$ cat config.mk
export PLATFORM = sky130hd
export DESIGN_NAME = ram_fifo_ctrl_flat
export DESIGN_NICKNAME = d
export VERILOG_FILES = /design/src/rtl/ram_fifo_pkg.sv /design/src/rtl/ram_fifo_ctrl_if.sv /design/src/rtl/ram_fifo_skid.sv /design/src/rtl/ram_fifo_ctrl.sv /design/src/flat_wrapper.sv
export SDC_FILE = /design/constraint.sdc
export NUM_CORES = 1
export LEC_CHECK = 0
export CAP_MARGIN = 20
export CORE_MARGIN = 10
export CORE_UTILIZATION = 48
export DETAILED_ROUTE_END_ITERATION = 12
export PLACE_DENSITY_LB_ADDON = 0.25
export SLEW_MARGIN = 20
export SYNTH_ARGS = -nofsm -noshare
export SYNTH_HDL_FRONTEND = slang
export SYNTH_HIERARCHICAL = 1
export SYNTH_SLANG_ARGS = --single-unit
export TNS_END_PERCENT = 100
$ cat constraint.sdc
create_clock -name clk -period 4.9 [get_ports clk]
set_input_delay 1.225 -clock clk [delete_from_list [all_inputs] [get_ports clk]]
set_output_delay 1.225 -clock clk [all_outputs]
set_load 0.1 [all_outputs]
$ cat src/rtl/ram_fifo_pkg.sv
// ----------------------------------------------------------------------------
// ram_fifo_pkg
// Shared constants and types for the RAM-backed FIFO controller.
//   SKID_DEPTH  : entries in the output skid buffer
//   skid_cnt_t  : occupancy of the skid buffer (0..SKID_DEPTH)
//   ptr_width() : pointer width for a given RAM address width (one extra
//                 wrap bit so full and empty can be told apart)
// ----------------------------------------------------------------------------
package ram_fifo_pkg;

  localparam int SKID_DEPTH = 2;

  typedef logic [$clog2(SKID_DEPTH+1)-1:0] skid_cnt_t;

  function automatic int ptr_width(input int addr_width);
    return addr_width + 1;
  endfunction

endpackage

$ cat src/rtl/ram_fifo_ctrl_if.sv
// ----------------------------------------------------------------------------
// ram_fifo_ctrl_if
// Valid/ready word stream used on both sides of the FIFO controller.
//   valid : source has a word on data
//   ready : sink can take the word; transfer = valid && ready
//   data  : word, DATA_WIDTH bits
// Modports: master = stream source, slave = stream sink.
// ----------------------------------------------------------------------------
interface ram_fifo_ctrl_if #(
  parameter int DATA_WIDTH = 32
);

  logic                  valid;
  logic                  ready;
  logic [DATA_WIDTH-1:0] data;

  modport master (output valid, output data, input ready);
  modport slave  (input valid, input data, output ready);

endinterface

$ cat src/rtl/ram_fifo_skid.sv
// ----------------------------------------------------------------------------
// ram_fifo_skid
// Two-entry FIFO that catches words coming back from the RAM read port.
// Entry 0 is the head and drives the consumer directly from a flop.
//   clk, rst  : clock, asynchronous active-low reset
//   flush     : synchronous clear, overrides fill/pop
//   fill      : write fill_data at the tail this edge
//   pop       : head consumed this edge (only when valid)
//   valid     : buffer non-empty
//   head      : entry 0
//   cnt       : occupancy 0..2
// The parent's issue rule guarantees fill never arrives when full.
// ----------------------------------------------------------------------------
module ram_fifo_skid
  import ram_fifo_pkg::*;
#(
  parameter int DATA_WIDTH = 32
) (
  input  logic                  clk,
  input  logic                  rst,
  input  logic                  flush,
  input  logic                  fill,
  input  logic [DATA_WIDTH-1:0] fill_data,
  input  logic                  pop,
  output logic                  valid,
  output logic [DATA_WIDTH-1:0] head,
  output skid_cnt_t             cnt
);

  logic [DATA_WIDTH-1:0] entry0;
  logic [DATA_WIDTH-1:0] entry1;

  assign valid = (cnt != '0);
  assign head  = entry0;

  // NOTE: all state here is updated with <= so every branch sees the
  // pre-edge values of cnt/entry0/entry1, which is what makes the shift
  // and the tail write in the pop+fill case land in the right order.
  // NOTE: the two data entries are reset as well; they are plain flops
  // and this keeps out_data at zero after reset. The RAM array behind
  // this controller is never reset.
  always_ff @(posedge clk or negedge rst) begin
    if (!rst) begin
      cnt    <= '0;
      entry0 <= '0;
      entry1 <= '0;
    end else if (flush) begin
      cnt    <= '0;
      entry0 <= '0;
      entry1 <= '0;
    end else begin
      unique case ({fill, pop})
        2'b10: begin
          if (cnt == '0) entry0 <= fill_data;
          else           entry1 <= fill_data;
          cnt <= cnt + skid_cnt_t'(1);
        end
        2'b01: begin
          entry0 <= entry1;
          cnt    <= cnt - skid_cnt_t'(1);
        end
        2'b11: begin
          // Occupancy unchanged; new word goes behind whatever remains.
          if (cnt == skid_cnt_t'(1)) begin
            entry0 <= fill_data;
          end else begin
            entry0 <= entry1;
            entry1 <= fill_data;
          end
        end
        default: ;
      endcase
    end
  end

endmodule

$ cat src/rtl/ram_fifo_ctrl.sv
// ----------------------------------------------------------------------------
// ram_fifo_ctrl
// Turns an external dual-port block RAM (registered read, one cycle latency)
// into a valid/ready FIFO. Words are written straight into the RAM, read
// back ahead of demand (prefetch) and parked in a 2-entry skid buffer, so a
// consumer that never stalls sees one word per cycle.
//   clk, rst   : clock, asynchronous active-low reset
//   flush      : synchronous clear of everything; same-cycle push/pop ignored
//   in_if      : producer stream (slave)
//   out_if     : consumer stream (master), data registered from skid head
//   count      : words held in RAM + read in flight + skid (max DEPTH+2)
//   ram_waddr/ram_we/ram_din  : RAM write port (ram_we is the push itself)
//   ram_raddr/ram_re/ram_dout : RAM read port, ram_dout valid a cycle
//                               after ram_re
// ----------------------------------------------------------------------------
module ram_fifo_ctrl
  import ram_fifo_pkg::*;
#(
  parameter int ADDR_WIDTH = 4,
  parameter int DATA_WIDTH = 32
) (
  input  logic                  clk,
  input  logic                  rst,
  input  logic                  flush,
  ram_fifo_ctrl_if.slave        in_if,
  ram_fifo_ctrl_if.master       out_if,
  output logic [ADDR_WIDTH:0]   count,
  output logic [ADDR_WIDTH-1:0] ram_waddr,
  output logic                  ram_we,
  output logic [DATA_WIDTH-1:0] ram_din,
  output logic [ADDR_WIDTH-1:0] ram_raddr,
  output logic                  ram_re,
  input  logic [DATA_WIDTH-1:0] ram_dout
);

  localparam int PTR_W = ptr_width(ADDR_WIDTH);
  localparam int DEPTH = 1 << ADDR_WIDTH;

  typedef logic [PTR_W-1:0]    ptr_t;
  typedef logic [ADDR_WIDTH:0] count_t;

  localparam ptr_t DEPTH_P = ptr_t'(DEPTH);

  ptr_t                  wptr;
  ptr_t                  rptr;
  ptr_t                  ram_cnt;
  logic                  inflight;
  logic                  push;
  logic                  pop;
  skid_cnt_t             skid_cnt;
  logic                  skid_valid;
  logic [DATA_WIDTH-1:0] skid_head;
  logic [2:0]            skid_claim;

  // Words still sitting in RAM. The extra pointer bit makes DEPTH
  // distinguishable from 0 and handles address wrap without a special case.
  assign ram_cnt = wptr - rptr;

  // Gated by rst so the producer sees no space while reset is held.
  assign in_if.ready = rst && (ram_cnt != DEPTH_P);

  assign push = in_if.valid && in_if.ready && !flush;
  assign pop  = skid_valid && out_if.ready && !flush;

  // Skid slots already spoken for after this edge: held words plus the read
  // in flight, minus the one leaving now. Issuing only while this is below
  // SKID_DEPTH is what keeps the skid from ever overflowing.
  assign skid_claim = 3'(skid_cnt) + 3'(inflight) - 3'(pop);

  assign ram_re = (ram_cnt != '0) && (skid_claim < 3'(SKID_DEPTH)) && !flush;

  // A word is readable only once wptr has moved past it, so the read and
  // write ports never touch the same address in the same cycle.
  assign ram_we    = push;
  assign ram_din   = in_if.data;
  assign ram_waddr = wptr[ADDR_WIDTH-1:0];
  assign ram_raddr = rptr[ADDR_WIDTH-1:0];

  always_ff @(posedge clk or negedge rst) begin
    if (!rst) begin
      wptr     <= '0;
      rptr     <= '0;
      inflight <= 1'b0;
      count    <= '0;
    end else if (flush) begin
      wptr     <= '0;
      rptr     <= '0;
      inflight <= 1'b0;
      count    <= '0;
    end else begin
      if (push)   wptr <= wptr + ptr_t'(1);
      if (ram_re) rptr <= rptr + ptr_t'(1);
      inflight <= ram_re;
      count    <= count + count_t'(push) - count_t'(pop);
    end
  end

  // The read issued last cycle returns on ram_dout now; a flush this cycle
  // discards it because the skid gives flush priority over fill.
  ram_fifo_skid #(
    .DATA_WIDTH (DATA_WIDTH)
  ) u_skid (
    .clk       (clk),
    .rst       (rst),
    .flush     (flush),
    .fill      (inflight),
    .fill_data (ram_dout),
    .pop       (pop),
    .valid     (skid_valid),
    .head      (skid_head),
    .cnt       (skid_cnt)
  );

  assign out_if.valid = skid_valid;
  assign out_if.data  = skid_head;

endmodule

$ cat src/flat_wrapper.sv
// flat-port wrapper written by rule: the top's interface ports become plain ports
module ram_fifo_ctrl_flat import ram_fifo_pkg::*;
#(
  parameter int ADDR_WIDTH = 4,
  parameter int DATA_WIDTH = 32
)
  (clk, rst, flush, count, ram_waddr, ram_we, ram_din, ram_raddr, ram_re, ram_dout, in_if_valid, in_if_data, in_if_ready, out_if_valid, out_if_data, out_if_ready);
  ram_fifo_ctrl_if #(.DATA_WIDTH(DATA_WIDTH)) in_if_i ();
  ram_fifo_ctrl_if #(.DATA_WIDTH(DATA_WIDTH)) out_if_i ();
  input  logic clk;
  input  logic rst;
  input  logic flush;
  output logic [ADDR_WIDTH:0] count;
  output logic [ADDR_WIDTH-1:0] ram_waddr;
  output logic ram_we;
  output logic [DATA_WIDTH-1:0] ram_din;
  output logic [ADDR_WIDTH-1:0] ram_raddr;
  output logic ram_re;
  input  logic [DATA_WIDTH-1:0] ram_dout;
  input wire logic [$bits(in_if_i.valid)-1:0] in_if_valid;
  input wire logic [$bits(in_if_i.data)-1:0] in_if_data;
  output wire logic [$bits(in_if_i.ready)-1:0] in_if_ready;
  output wire logic [$bits(out_if_i.valid)-1:0] out_if_valid;
  output wire logic [$bits(out_if_i.data)-1:0] out_if_data;
  input wire logic [$bits(out_if_i.ready)-1:0] out_if_ready;
  assign in_if_i.valid = in_if_valid;
  assign in_if_i.data = in_if_data;
  assign in_if_ready = in_if_i.ready;
  assign out_if_valid = out_if_i.valid;
  assign out_if_data = out_if_i.data;
  assign out_if_i.ready = out_if_ready;
  ram_fifo_ctrl #(.ADDR_WIDTH(ADDR_WIDTH), .DATA_WIDTH(DATA_WIDTH)) u_core (.clk(clk), .rst(rst), .flush(flush), .in_if(in_if_i), .out_if(out_if_i), .count(count), .ram_waddr(ram_waddr), .ram_we(ram_we), .ram_din(ram_din), .ram_raddr(ram_raddr), .ram_re(ram_re), .ram_dout(ram_dout));
endmodule
# == Word-level counts from Yosys, hierarchy flattened ==
# Cells that the tools add are included.
# totals
reg_bits,82
out_inout_bits,81
in_bits,69
# op_classes
muxes,16
addsub,9
n_lt_le_gt_ge,1
eq_ne,8
n_reduce_logical,18
# ops
cell,n
32-bit 2-to-1 mux,6
32-bit one-hot mux with 3 select lines,1
32-bit one-hot mux with 2 select lines,1
5-bit 2-to-1 mux,5
5-bit by 1-bit adder with 5-bit output (second input constant),2
3-bit inequality test (second input constant),3
1-bit logical AND,7
2-bit nonzero test,3
3-bit nonzero test,2
5-bit by 1-bit adder with 5-bit output,1
5-bit inequality test (second input constant),1
5-bit nonzero test,1
5-bit by 1-bit subtractor with 5-bit output,1
5-bit subtractor,1
2-bit by 1-bit equality test with 1-bit output (second input constant),2
2-bit equality test (second input constant),2
2-bit one-hot mux with 2 select lines,1
4-bit nonzero test,1
2-bit by 1-bit adder with 3-bit output,1
3-bit by 2-bit < comparator with 1-bit output (second input constant),1
3-bit AND reduction,1
3-bit by 1-bit subtractor with 3-bit output,1
2-bit by 1-bit adder with 2-bit output (second input constant),1
2-bit logical NOT,1
other kinds (5),5

# == Logic depth before layout (Yosys ltp) ==
# depth
word_depth,9
mapped_depth,15
ltp_nobuf,15

# == Modules after synthesis ==
# The synthesis kept the hierarchy.
# modules_own_cells
module,area_per_inst_um2,n_inst,cells_each,seq_area_each_um2
ram_fifo_skid,3498.4,1,344,1651.6
ram_fifo_ctrl,1478.9,1,157,400.4

# == Least setup slack after synthesis ==
# OpenSTA, ideal clock, no wires.
# synth_path
kind,input -> output
from,input flush
to,output ram_re
cell_stages,10
arrival_time_ns,4.702
path_slack_ns,-1.027
t_required_ns,3.675
path_cell_list,clkbuf_1 > buf_1 > nor2_1 > ha_1 > nand2b_1 > fa_1 > xnor2_1 > nand2_1 > a41oi_4 > nor2b_1
# synth_via
elab_chain_len,6
# synth_rtl
item,line,text
from (decl),flat_wrapper.sv:12,input logic flush;
1-bit logical NOT,ram_fifo_ctrl.sv:63,assign pop = skid_valid && out_if.ready && !flush;
1-bit logical AND,ram_fifo_ctrl.sv:63,
via u_core.pop,ram_fifo_ctrl.sv:49,logic pop;
3-bit by 1-bit subtractor with 3-bit output,ram_fifo_ctrl.sv:68,assign skid_claim = 3'(skid_cnt) + 3'(inflight) - 3'(pop);
3-bit by 2-bit < comparator with 1-bit output,ram_fifo_ctrl.sv:70,assign ram_re = (ram_cnt != '0) && (skid_claim < 3'(SKID_DEPTH)) && !flush;
1-bit logical AND (2 in a row),ram_fifo_ctrl.sv:70,
to (decl),flat_wrapper.sv:18,output logic ram_re;
# The timed path passes the listed nets, and every way through them passes these cells.

# == Final worst setup path ==
# layout_path
from,input out_if_ready
to,output ram_re
# layout_via
elab_chain_len,6
# layout_rtl
item,line,text
from (decl),flat_wrapper.sv:25,input wire logic [$bits(out_if_i.ready)-1:0] out_if_ready;
1-bit logical AND (2 in a row),ram_fifo_ctrl.sv:63,
via u_core.pop,ram_fifo_ctrl.sv:49,
3-bit by 1-bit subtractor with 3-bit output,ram_fifo_ctrl.sv:68,
3-bit by 2-bit < comparator with 1-bit output,ram_fifo_ctrl.sv:70,
1-bit logical AND (2 in a row),ram_fifo_ctrl.sv:70,
# The timed path passes the listed nets, and every way through them passes these cells.

==> flow_summary.json <==
{
  "synth_area_leader_cell": "dfrtp_1",
  "grt_max_degree": 112,
  "ios": 150,
  "clock_skew_ns": 0.0120,
  "portBuffers": 85,
  "cts_max_level": 3,
  "clock_latency_ns": 0.36,
  "setup_slack_ns": 0.157,
  "post-cts-setup-buffers": 0,
  "clock_sinks": 82,
  "synth_edf_count": 0,
  "gp_congestion": 0.761,
  "worstHoldPathType": "reg -> reg",
  "hold_buffers": 0,
  "core_um2": 10200,
  "postPlaceCellArea_um2": 5560,
  "vdd_drop_max_uv": 476,
  "cts_max_path_buffers": 2,
  "syn_area_um2": 4980,
  "synth_compound_area_share_pct": 17.9,
  "syn2layout_area_growth_pct": 16.7,
  "yosys_warnings": 6,
  "cts_root_buffer": "clkbuf_8",
  "fin_nets": 611,
  "synth_common_cells": "dfrtp_1 (82), nand2_1 (67), nor2_1 (45), buf_4 (42), nand2b_1 (36)",
  "cts_buffers": 9,
  "finalCritPeriodShare_pct": 96.8,
  "hold_viol_final": 0,
  "routed_wl_um": 11400,
  "grt_pass1_vias": 3771,
  "p_leak_nw": 2.40,
  "ys_seq_area_share_pct": 41.2,
  "final_layout_size_suffix_gt1_share_pct": 14.1,
  "max_freq_mhz": 211,
  "synthFlopType": "dfrtp_1",
  "syn_nets": 586,
  "yosysUniqueCellTypes": 46,
  "synth_top_area_share_pct": 41.2,
  "maxSlewViolCount": 0,
  "start_kind": "input port",
  "endpoint_kind": "output port",
  "firstDrtPassIters": 5,
  "synth-seq-cells": 82,
  "drc": 0,
  "critical_path_class": "in -> out",
  "slew_headroom_pct": 29.5,
  "hold_ws_ns": 0.539,
  "rows": 37,
  "cts_resized": 0,
  "die_h_um": 122,
  "ys_async_sr_fraction_pct": 100,
  "critPathMaxFanout": 2,
  "arrival_ns": 3.52,
  "muxShareOfSynthArea_pct": 1.31,
  "drtIter0Drc": 225,
  "die_area_um2": 14800,
  "grt_remaining_overflow": 0,
  "max-cap-violations": 0,
  "antenna_found_initial": 0,
  "ant_nets": 0,
  "fill_cells": 888,
  "die_w_um": 122,
  "fin_area_um2": 5810,
  "grt_pass1_wl_um": 19100,
  "ff_latch_area_um2": 2050,
  "powerDensity_nw_per_um2": 617,
  "antenna_cells": 0,
  "setup-violations-final": 0,
  "finalCriticalPeriod_ns": 4.74,
  "cp_data_required_time_ns": 3.67,
  "wl_per_cell_um": 17.2,
  "synthMostInstantiatedCell": "dfrtp_1",
  "start_util_pct": 48.6,
  "synth_top_family_by_area": "simple AND/OR/NAND/NOR gates",
  "avgSynthCellArea_um2": 9.93,
  "multiInputGateArea_um2": 2380,
  "tritoncts": "done",
  "status": "finished, final reports clean",
  "clk_pin_slew_ns": 0.08,
  "vias": 3640,
  "dpl.hpwl_um": 7500,
  "synth-xor-area-share_pct": 2.44,
  "viasPerCell": 5.46,
  "synthAdderAreaFrac_pct": 4.32,
  "grt_usage_pct": 15.6,
  "synthSimpleGateAreaFrac_pct": 21.3,
  "ys_top_cells_by_area": "dfrtp_1 (41%), a311oi_2 (9.7%), buf_4 (6.3%)",
  "synth_cells": 501,
  "tightest_slew_ns": 1.06,
  "place_ws_ns": 0.118
}
[per-stage QoR]
| step | TNS [ns] | cells | total power, mW | utilization [%] |
|---|---|---|---|---|
| after global placement | 0 | 651 | 2.99 | 54.3 |
| after detailed placement | 0 | 651 | 3.01 | 54.3 |
| final | 0 | 667 | 3.59 | 56.8 |
| after floorplan | 0 | 501 | 2.69 | - |
| after global routing | -0.00899 | 667 | 3.80 | 56.8 |
| after CTS | 0 | 667 | 3.61 | 56.7 |
[layer usage]
| metal | up-vias | part of all wire, % | track usage [%] |
|---|---|---|---|
| met5 | - | 0 | 0 |
| met4 | 0 | 1.1 | 3.65 |
| met3 | 23 | 7.9 | 5.74 |
| met2 | 110 | 48 | 25.4 |
| met1 | 1767 | 43 | 19.2 |
| li1 | 1740 | - | - |
[state kept, by name (all words and copies together), names as in the netlist]
signal / flops
u_core/rptr: 5
u_core/count: 5
u_core/inflight: 1
u_core/u_skid/entry1: 32
u_core/wptr: 5
u_core/u_skid/cnt: 2
u_core/u_skid/head: 32
[power breakdown]
part,total (mW),internal (mW),leakage [nW],switching (mW)
Sequential,0.958,0.817,1.10,0.141
Combinational,2.04,0.617,1.18,1.42
Clock,0.589,0.340,0.117,0.248
[critical path: stages]
cell and delay (ns):
clkdlybuf4s50_1 0.48, nand2_1 0.07, nor2_2 0.11, ha_1 0.23, nand2b_1 0.16, fa_2 0.39
xnor2_2 0.17, nand2_1 0.10, a41oi_4 0.18, nor2b_4 0.21, buf_12 0.19
[area by class of cell]
type	instances	share of cell area [%]
well taps	136	2.93
multi-input cells	326	40.9
inverters	16	1.03
clock inverters	6	1.98
repair buffers	91	15.6
flip-flops and latches	82	35.3
clock buffers	10	2.20
[cells by family (layout without fill, tap and decap cells)]
logic type	after synthesis	in the layout
AOI/OAI and AO/OA	91	91
xor gates and xnor gates	13	13
adders and majority gates	16	16
buffers and inverters	93	123
DFF	82	82
muxes	5	5
and+or+nand+nor	201	201
[layout by cell type, fill, tap and decap left out, drive strengths merged, types with 2 or more instances in the layout]
cell type and instances:
ha 14, xnor2 9, nand4 2, a21o 5, nor2 45, xor2 4
nor2b 7, bufinv 3, a311oi 32, nand2b 36, dfrtp 82, o21ai 34
fa 2, inv 16, nand3 5, clkbuf 10, a21oi 7, nand4b 32
and3 3, mux2 2, buf 11, mux2i 3, a41oi 3, clkdlybuf4s50 80
nand2 67, a31o 2, clkinv 2
[worst paths after layout]
path	startpoint	endpoint	slack, ns	depth (start not counted)
hold / removal	u_core/u_skid/entry1[26]	u_core/u_skid/entry1[26]	0.54	2
min in group asynchronous	rst	u_core/u_skid/head[14]	0.72	1
setup / recovery	out_if_ready	ram_re	0.16	11
setup reg to reg	u_core/wptr[1]	u_core/count[4]	1.47	14
max in group asynchronous	rst	u_core/count[2]	3.07	2
hold reg to reg	u_core/u_skid/entry1[26]	u_core/u_skid/entry1[26]	0.54	2
(Power assumes the default switching activity.)
